--- config.mk ---
export PLATFORM = sky130hd
export DESIGN_NAME = cpu_obi_port_arbiter
export DESIGN_NICKNAME = d
export VERILOG_FILES = /design/src/rtl/cpu_obi_arb_pkg.sv /design/src/rtl/obi_pkg.sv /design/src/rtl/cpu_obi_arb_id_fifo.sv /design/src/rtl/cpu_obi_port_arbiter.sv
export SDC_FILE = /design/constraint.sdc
export NUM_CORES = 1
export LEC_CHECK = 0
export CELL_PAD_IN_SITES_DETAIL_PLACEMENT = 2
export CELL_PAD_IN_SITES_GLOBAL_PLACEMENT = 2
export CORE_UTILIZATION = 10
export CTS_CLUSTER_SIZE = 20
export DETAILED_ROUTE_END_ITERATION = 10
export GPL_ROUTABILITY_DRIVEN = 1
export PLACE_DENSITY_LB_ADDON = 0.1
export SLEW_MARGIN = 20
export SYNTH_ARGS = -nofsm -noshare
export SYNTH_HDL_FRONTEND = slang
export SYNTH_SLANG_ARGS = --single-unit
--- constraint.sdc ---
create_clock -name clk_i -period 1.9 [get_ports clk_i]
set_clock_uncertainty 0.05 [all_clocks]
set_input_delay 0.38 -clock clk_i [delete_from_list [all_inputs] [get_ports clk_i]]
set_output_delay 0.38 -clock clk_i [all_outputs]
set_load 0.01 [all_outputs]
--- src/rtl/cpu_obi_arb_pkg.sv ---
// Shared types for the CPU instruction/data OBI port arbiter.
package cpu_obi_arb_pkg;

  typedef enum logic {
    ARB_INSTR = 1'b0,
    ARB_DATA  = 1'b1
  } arb_id_e;

  localparam int unsigned DEFAULT_MAX_OUTSTANDING = 2;

  function automatic arb_id_e arb_other(input arb_id_e id);
    return (id == ARB_INSTR) ? ARB_DATA : ARB_INSTR;
  endfunction

endpackage

--- src/rtl/obi_pkg.sv ---
// OBI request/response payloads for the 32-bit CPU bus.
package obi_pkg;

  localparam int unsigned OBI_AW = 32;
  localparam int unsigned OBI_DW = 32;
  localparam int unsigned OBI_BW = OBI_DW / 8;

  typedef struct packed {
    logic              req;
    logic              we;
    logic [OBI_BW-1:0] be;
    logic [OBI_AW-1:0] addr;
    logic [OBI_DW-1:0] wdata;
  } obi_req_t;

  typedef struct packed {
    logic              gnt;
    logic              rvalid;
    logic [OBI_DW-1:0] rdata;
  } obi_resp_t;

endpackage

--- src/rtl/cpu_obi_arb_id_fifo.sv ---
// In-order FIFO of requester IDs for transactions awaiting rvalid.
module cpu_obi_arb_id_fifo
  import cpu_obi_arb_pkg::*;
#(
  parameter int unsigned  DEPTH = DEFAULT_MAX_OUTSTANDING,
  localparam int unsigned CNT_W = $clog2(DEPTH + 1),
  localparam int unsigned PTR_W = (DEPTH > 1) ? $clog2(DEPTH) : 1
) (
  input  logic             clk_i,
  input  logic             rst_ni,
  input  logic             push_i,
  input  arb_id_e          push_id_i,
  input  logic             pop_i,
  output arb_id_e          head_o,
  output logic [CNT_W-1:0] count_o,
  output logic             full_o,
  output logic             empty_o
);

  arb_id_e          mem_q [DEPTH];
  logic [PTR_W-1:0] wr_ptr_q;
  logic [PTR_W-1:0] rd_ptr_q;
  logic [CNT_W-1:0] count_q;
  logic [CNT_W-1:0] count_d;
  logic             push_en;
  logic             pop_en;

  // Pointers wrap at DEPTH, which need not be a power of two.
  function automatic logic [PTR_W-1:0] ptr_inc(input logic [PTR_W-1:0] ptr);
    return (ptr == PTR_W'(DEPTH - 1)) ? '0 : ptr + PTR_W'(1);
  endfunction

  assign full_o  = (count_q == CNT_W'(DEPTH));
  assign empty_o = (count_q == '0);
  assign push_en = push_i & ~full_o;
  assign pop_en  = pop_i & ~empty_o;
  assign head_o  = mem_q[rd_ptr_q];
  assign count_o = count_q;

  always_comb begin
    count_d = count_q;
    case ({push_en, pop_en})
      2'b10:   count_d = count_q + CNT_W'(1);
      2'b01:   count_d = count_q - CNT_W'(1);
      default: count_d = count_q;
    endcase
  end

  always_ff @(posedge clk_i or negedge rst_ni) begin
    if (!rst_ni) begin
      for (int unsigned i = 0; i < DEPTH; i++) mem_q[i] <= ARB_INSTR;
      wr_ptr_q <= '0;
      rd_ptr_q <= '0;
      count_q  <= '0;
    end else begin
      if (push_en) begin
        mem_q[wr_ptr_q] <= push_id_i;
        wr_ptr_q        <= ptr_inc(wr_ptr_q);
      end
      if (pop_en) rd_ptr_q <= ptr_inc(rd_ptr_q);
      count_q <= count_d;
    end
  end

endmodule

--- src/rtl/cpu_obi_port_arbiter.sv ---
// 2:1 arbiter merging the CPU instruction and data OBI ports onto one master port.
// Define CPU_OBI_ARB_PERF_CNT_EN to add the conflict_cnt_o contention counter.
module cpu_obi_port_arbiter
  import obi_pkg::*;
  import cpu_obi_arb_pkg::*;
#(
  parameter int unsigned  MAX_OUTSTANDING = DEFAULT_MAX_OUTSTANDING,
  localparam int unsigned CNT_W           = $clog2(MAX_OUTSTANDING + 1)
) (
  input  logic        clk_i,
  input  logic        rst_ni,
  input  obi_req_t    instr_req_i,
  output obi_resp_t   instr_resp_o,
  input  obi_req_t    data_req_i,
  output obi_resp_t   data_resp_o,
  output obi_req_t    mem_req_o,
  input  obi_resp_t   mem_resp_i
`ifdef CPU_OBI_ARB_PERF_CNT_EN
  ,
  output logic [31:0] conflict_cnt_o
`endif
);

  arb_id_e          sel_c;
  arb_id_e          head_id;
  logic             fifo_full;
  logic             fifo_empty;
  logic [CNT_W-1:0] fifo_count;
  logic             hs_c;
  logic             spurious_rvalid_c;

  logic             lock_valid_q;
  logic             lock_valid_d;
  arb_id_e          lock_id_q;
  arb_id_e          lock_id_d;
  arb_id_e          prio_q;
  arb_id_e          prio_d;

  // A held lock wins; otherwise a lone requester, otherwise the round-robin pointer.
  always_comb begin
    sel_c = prio_q;
    if (lock_valid_q)                              sel_c = lock_id_q;
    else if (instr_req_i.req && !data_req_i.req)   sel_c = ARB_INSTR;
    else if (data_req_i.req && !instr_req_i.req)   sel_c = ARB_DATA;
  end

  always_comb begin
    mem_req_o = (sel_c == ARB_DATA) ? data_req_i : instr_req_i;
    if (fifo_full && !lock_valid_q) mem_req_o.req = 1'b0;
  end

  assign hs_c              = mem_req_o.req & mem_resp_i.gnt;
  assign spurious_rvalid_c = mem_resp_i.rvalid & fifo_empty;

  // Responses go to whichever port owns the oldest outstanding transaction.
  always_comb begin
    instr_resp_o        = '0;
    data_resp_o         = '0;
    instr_resp_o.gnt    = hs_c & (sel_c == ARB_INSTR);
    data_resp_o.gnt     = hs_c & (sel_c == ARB_DATA);
    instr_resp_o.rvalid = mem_resp_i.rvalid & ~fifo_empty & (head_id == ARB_INSTR);
    data_resp_o.rvalid  = mem_resp_i.rvalid & ~fifo_empty & (head_id == ARB_DATA);
    instr_resp_o.rdata  = mem_resp_i.rdata;
    data_resp_o.rdata   = mem_resp_i.rdata;
  end

  always_comb begin
    lock_valid_d = mem_req_o.req & ~mem_resp_i.gnt;
    lock_id_d    = sel_c;
    prio_d       = hs_c ? arb_other(sel_c) : prio_q;
  end

  always_ff @(posedge clk_i or negedge rst_ni) begin
    if (!rst_ni) begin
      lock_valid_q <= 1'b0;
      lock_id_q    <= ARB_INSTR;
      prio_q       <= ARB_INSTR;
    end else begin
      lock_valid_q <= lock_valid_d;
      lock_id_q    <= lock_id_d;
      prio_q       <= prio_d;
    end
  end

  cpu_obi_arb_id_fifo #(
    .DEPTH (MAX_OUTSTANDING)
  ) u_id_fifo (
    .clk_i     (clk_i),
    .rst_ni    (rst_ni),
    .push_i    (hs_c),
    .push_id_i (sel_c),
    .pop_i     (mem_resp_i.rvalid),
    .head_o    (head_id),
    .count_o   (fifo_count),
    .full_o    (fifo_full),
    .empty_o   (fifo_empty)
  );

`ifdef CPU_OBI_ARB_PERF_CNT_EN
  logic [31:0] conflict_cnt_q;
  logic        conflict_c;

  // Both ports want the bus and one of them is being issued or held by the lock.
  assign conflict_c = instr_req_i.req & data_req_i.req & mem_req_o.req;

  always_ff @(posedge clk_i or negedge rst_ni) begin
    if (!rst_ni)                                     conflict_cnt_q <= '0;
    else if (conflict_c && (conflict_cnt_q != '1))   conflict_cnt_q <= conflict_cnt_q + 32'd1;
  end

  assign conflict_cnt_o = conflict_cnt_q;
`endif

`ifndef SYNTHESIS
  a_req_stable: assert property (@(posedge clk_i) disable iff (!rst_ni)
    (mem_req_o.req && !mem_resp_i.gnt) |=> (mem_req_o == $past(mem_req_o)))
    else $error("mem request changed while waiting for grant");

  a_count_max: assert property (@(posedge clk_i) disable iff (!rst_ni)
    fifo_count <= CNT_W'(MAX_OUTSTANDING))
    else $error("outstanding count above limit");

  a_no_spurious_rvalid: assert property (@(posedge clk_i) disable iff (!rst_ni)
    !spurious_rvalid_c)
    else $warning("rvalid with no outstanding transaction, response dropped");
`endif

endmodule

* Word-level counts from Yosys, hierarchy flattened
Cells that the tools add are included.
W data, S select, Z words.
** Word-level totals
- Logic and storage cells :: 57
- Output and inout bits :: 138
- Register bits :: 9
** Operators by class
- Muxes and demuxes :: 15
- $add $sub $neg :: 4
- Reductions and logical operators :: 9
- $lt $le $gt $ge :: 3
- Equal/unequal tests :: 3
- Bitwise logic cells :: 15
** Operator list (count)
- $mux W70 :: 1
- $mux W1 :: 11
- $and A1 B1 Y1 :: 8
- $not A1 Y1 :: 5
- $eq A2 B2 Y1 const B :: 2
- $ge A2 B2 Y1 const B :: 2
- $logic_and A1 B1 Y1 :: 4
- $not A1 Y2 :: 2
- $pmux W2 S2 :: 1
- $logic_not A1 Y1 :: 3
- $add A1 B1 Y1 const B :: 2
- $add A2 B1 Y2 const B :: 1
- $bwmux W2 :: 1
- $eq A2 B1 Y1 const B :: 1
- $logic_not A2 Y1 :: 1
- $lt A2 B1 Y1 const B :: 1
- $reduce_bool A2 Y1 :: 1
- $sub A2 B1 Y2 const B :: 1
- $demux W1 S1 :: 1

* Longest topological paths before layout
Gate-level depths: netlist of the first run.
- Word-level depth :: 11
- Gate-level depth with buffers :: 7

* Modules after synthesis
From an unflattened synthesis of the first run, not the netlist that was laid out.
** Unflattened totals
- Cell total of the unflattened synthesis :: 184
- Area total of the unflattened synthesis :: 1863.0 um2
** By module, submodules not included
- cpu_obi_port_arbiter :: area an instance 1580.3 um2, cells an instance 161, instances 1
- cpu_obi_arb_id_fifo :: area an instance 282.8 um2, cells an instance 23, instances 1

* Worst setup path before layout of the first run
No wires, ideal clock.
- Path type :: input -> output
- From :: input port instr_req_i[69] (netlist bit)
- To :: output port mem_req_o[0] (netlist bit)
- Buffers on the path :: 1
- Data required time :: 1.470 ns
- Arrival :: 1.460 ns
- Stages :: 4
- Path slack :: 0.010 ns
- Path through :: a21boi_1 -> o31ai_4 -> buf_4 -> mux2_2
** RTL lines
- start: declaration :: line cpu_obi_port_arbiter.sv:12 : input obi_req_t instr_req_i,
- end: declaration :: line cpu_obi_port_arbiter.sv:16 : output obi_req_t mem_req_o,

==> results of run 1 <==
## synth_stat cells
library cell,n,share of area (%)
nand2_1,1,0.21
inv_2,1,0.21
nor3_1,1,0.28
nand2b_1,2,0.70
o31ai_1,2,0.84
mux2i_1,1,0.56
nor2b_1,1,0.35
a21oi_1,1,0.28
a21boi_1,1,0.42
nor2_1,4,0.84
or2_2,1,0.35
o31ai_4,1,1.2
nor4b_1,1,0.49
xnor2_1,4,2.0
ha_1,1,0.70
and3b_1,1,0.49
xor2_1,1,0.49
nor3b_1,1,0.42
dfrtp_1,9,13
o21ai_0,1,0.28
buf_4,71,30
mux2_2,71,45
and2_1,2,0.70
inv_1,1,0.21
nand3b_1,1,0.42
nor4_1,1,0.35
## layer usage
metal / track usage [%] / vias up / share of wire (%)
met3: 2.96 / 14 / 8.3
met1: 11.7 / 996 / 38
li1: - / 968 / -
met4: 1.44 / 0 / 0.60
met2: 20.6 / 112 / 54
met5: 0 / - / 0
## critical path, cell delays in order
cell	delay, ns
clkdlybuf4s15_2	0.25
nor2_2	0.07
o31ai_4	0.25
buf_12	0.15
buf_12	0.13
buf_12	0.12
buf_16	0.12
mux2_4	0.30
buf_6	0.13
## kinds of logic after synthesis
kind of cell | synth area share [%]
xor+xnor | 2.45
simple gates | 5.61
fa+ha+maj | 0.701
compound gates | 3.01
flops | 12.6
buf+inv | 30.3
mux | 45.3
## timing repair
action	4_1_cts	5_1_grt
gates resized for setup	394	55
endpoints found under the setup margin	80	78
gates cloned	6	1
buffers inserted	12	14
endpoints found under the hold margin	0	0
hold buffers	0	0
pin swaps	6	9
## sequential cells by signal, indices dropped and copies added, names as in the netlist
| register | count |
|---|---|
| u_id_fifo.rd_ptr_q | 1 |
| u_id_fifo.count_o | 2 |
| prio_q | 1 |
| lock_valid_q | 1 |
| u_id_fifo.mem_q | 2 |
| u_id_fifo.wr_ptr_q | 1 |
| lock_id_q | 1 |
## area by class of cell
class	count	share of cell area [%]
multi-input combinational	101	28.1
clock buffer	4	1.68
inverter	2	0.160
sequential	9	4.82
timing repair buffer	264	59.2
tap	225	5.99
## final timing paths
check,startpoint,endpoint,slack (ns),cells after the start
max,data_req_i[69],mem_req_o[65],-0.44,9
min,rst_ni,u_id_fifo.rd_ptr_q,0.41,1
max reg2reg,lock_valid_q,u_id_fifo.mem_q[0],-0.22,9
min reg2reg,u_id_fifo.rd_ptr_q,u_id_fifo.rd_ptr_q,0.44,1
max in group asynchronous,rst_ni,prio_q,1.07,1
min in group clk_i,u_id_fifo.rd_ptr_q,u_id_fifo.rd_ptr_q,0.44,1
## placed cells by master (no fill, tap or decap), types with 4 or more instances in the layout
cell             instances
buf_4                   22
clkbuf_16                4
buf_16                   6
dfrtp_1                  8
buf_6                   64
buf_2                    8
clkbuf_2                 9
clkdlybuf4s50_1        141
buf_12                   7
mux2_2                  18
mux2_4                  53
## power breakdown
| part | internal (mW) | switching (mW) |
|---|---|---|
| Clock | 0.280 | 0.0871 |
| Combinational | 2.86 | 1.58 |
| Sequential | 0.290 | 0.0867 |
| Total | 3.43 | 1.75 |
## per-stage QoR
| stage | power, mW | std cells | hold slack, ns | util [%] |
|---|---|---|---|---|
| 2_1_floorplan | 1.90 | 183 | 0.0344 | - |
| 4_1_cts | 4.85 | 592 | 0.427 | 25.7 |
| 5_1_grt | 5.51 | 605 | 0.444 | 27.1 |
| 3_5_place_dp | 3.37 | 571 | 0.443 | 22.2 |
| 3_3_place_gp | 3.36 | 571 | 0.437 | 22.2 |
| 6_report | 5.19 | 605 | 0.408 | 27.1 |
==> flow_summary.toml, run 1 <==
[run_status]
status = "finished, violations left"
violations = "negative setup slack"

[layout]
multiInputGateArea_um2 = 1320
area_growth_pct = 163
regArea_um2 = 226
fin_area_um2 = 4700
num-nets-final = 558
antenna-diode-count = 0
drive_gt1_share_pct = 56.3
nFillCells = 1886

[floorplanning]
io_pins = 314
die_y_um = 136
rows = 48
initial_core_util_pct = 10.3
core_um2 = 17400
die_w_um = 136
fp.dieArea_um2 = 18400

[clock_network]
tritoncts = "built"
cts.path.max_buffers = 2
clock_latency_ns = 0.23
root_buffer = "clkbuf_16"
numClockSinks = 9
cts_buffers = 3
path_clk_slew_ns = 0.04
htree_levels = 1

[power]
peakVddDrop_mv = 0.358
p_per_area_nw_per_um2 = 1100
leakagePower_nw = 2.07

[sta]
drv_slew = 0
finalSetupViolations = 77
setup_total_negative_slack_ns = -26.94
max_freq_ghz = 0.427
post-route-period-util_pct = 123
period_needed_ns = 2.34
worst_slack_ns = -0.441
rsz0062_at_grt = "true"
hold_violations = 0
tightestPinTransition_ns = 0.431
slew-limit-headroom_pct = 71.2

[drt]
dr.first_iter.drc_count = 17
vias = 2090
via_per_inst = 3.45
drt.antenna.violating_nets = 0
drc = 0
dr.pass1.iters = 3
wirelength_um = 10800
routedWlPerCell_um = 17.9

[global_routing]
grt_max_degree = 13
grt-ovfl-total = 0
antenna_found_initial = 0
grt_pass1_vias = 2214
grt_use_total_pct = 10.7
grt_pass1_wl_um = 14600

[placed_design]
placed_cell_area_um2 = 3860
place_hpwl_um = 8220
port_buffers = 217
post-place-ws_ns = -1.11
gp_congestion = 0.670

[critical_path]
required_ns = 1.47
startpoint_type = "input pin"
critPathKind = "input pin to output port"
crit_fanout = 5
crit_arrival_ns = 1.91
crit_path_end_kind = "output port"

[synth]
synthCells = 183
synth_area_um2 = 1790
ys_seq_elements = 9
avgSynthCellArea_um2 = 9.76
ys_seq_area_share_pct = 12.6
syn-num-nets = 360
yosysWarnings = 0
yosysUniqueCellTypes = 26

[hold_path]
hold_path.class = "input pin to async pin"

[flow_run]
cap_violations = 0
Note: power is estimated with default switching activity, not from simulation.
==> run 2: changes to the inputs <==
- SLEW_MARGIN: 20 -> default
==> results of run 2 <==
The final DEF is identical to that of run 1; final timing and power are the same.
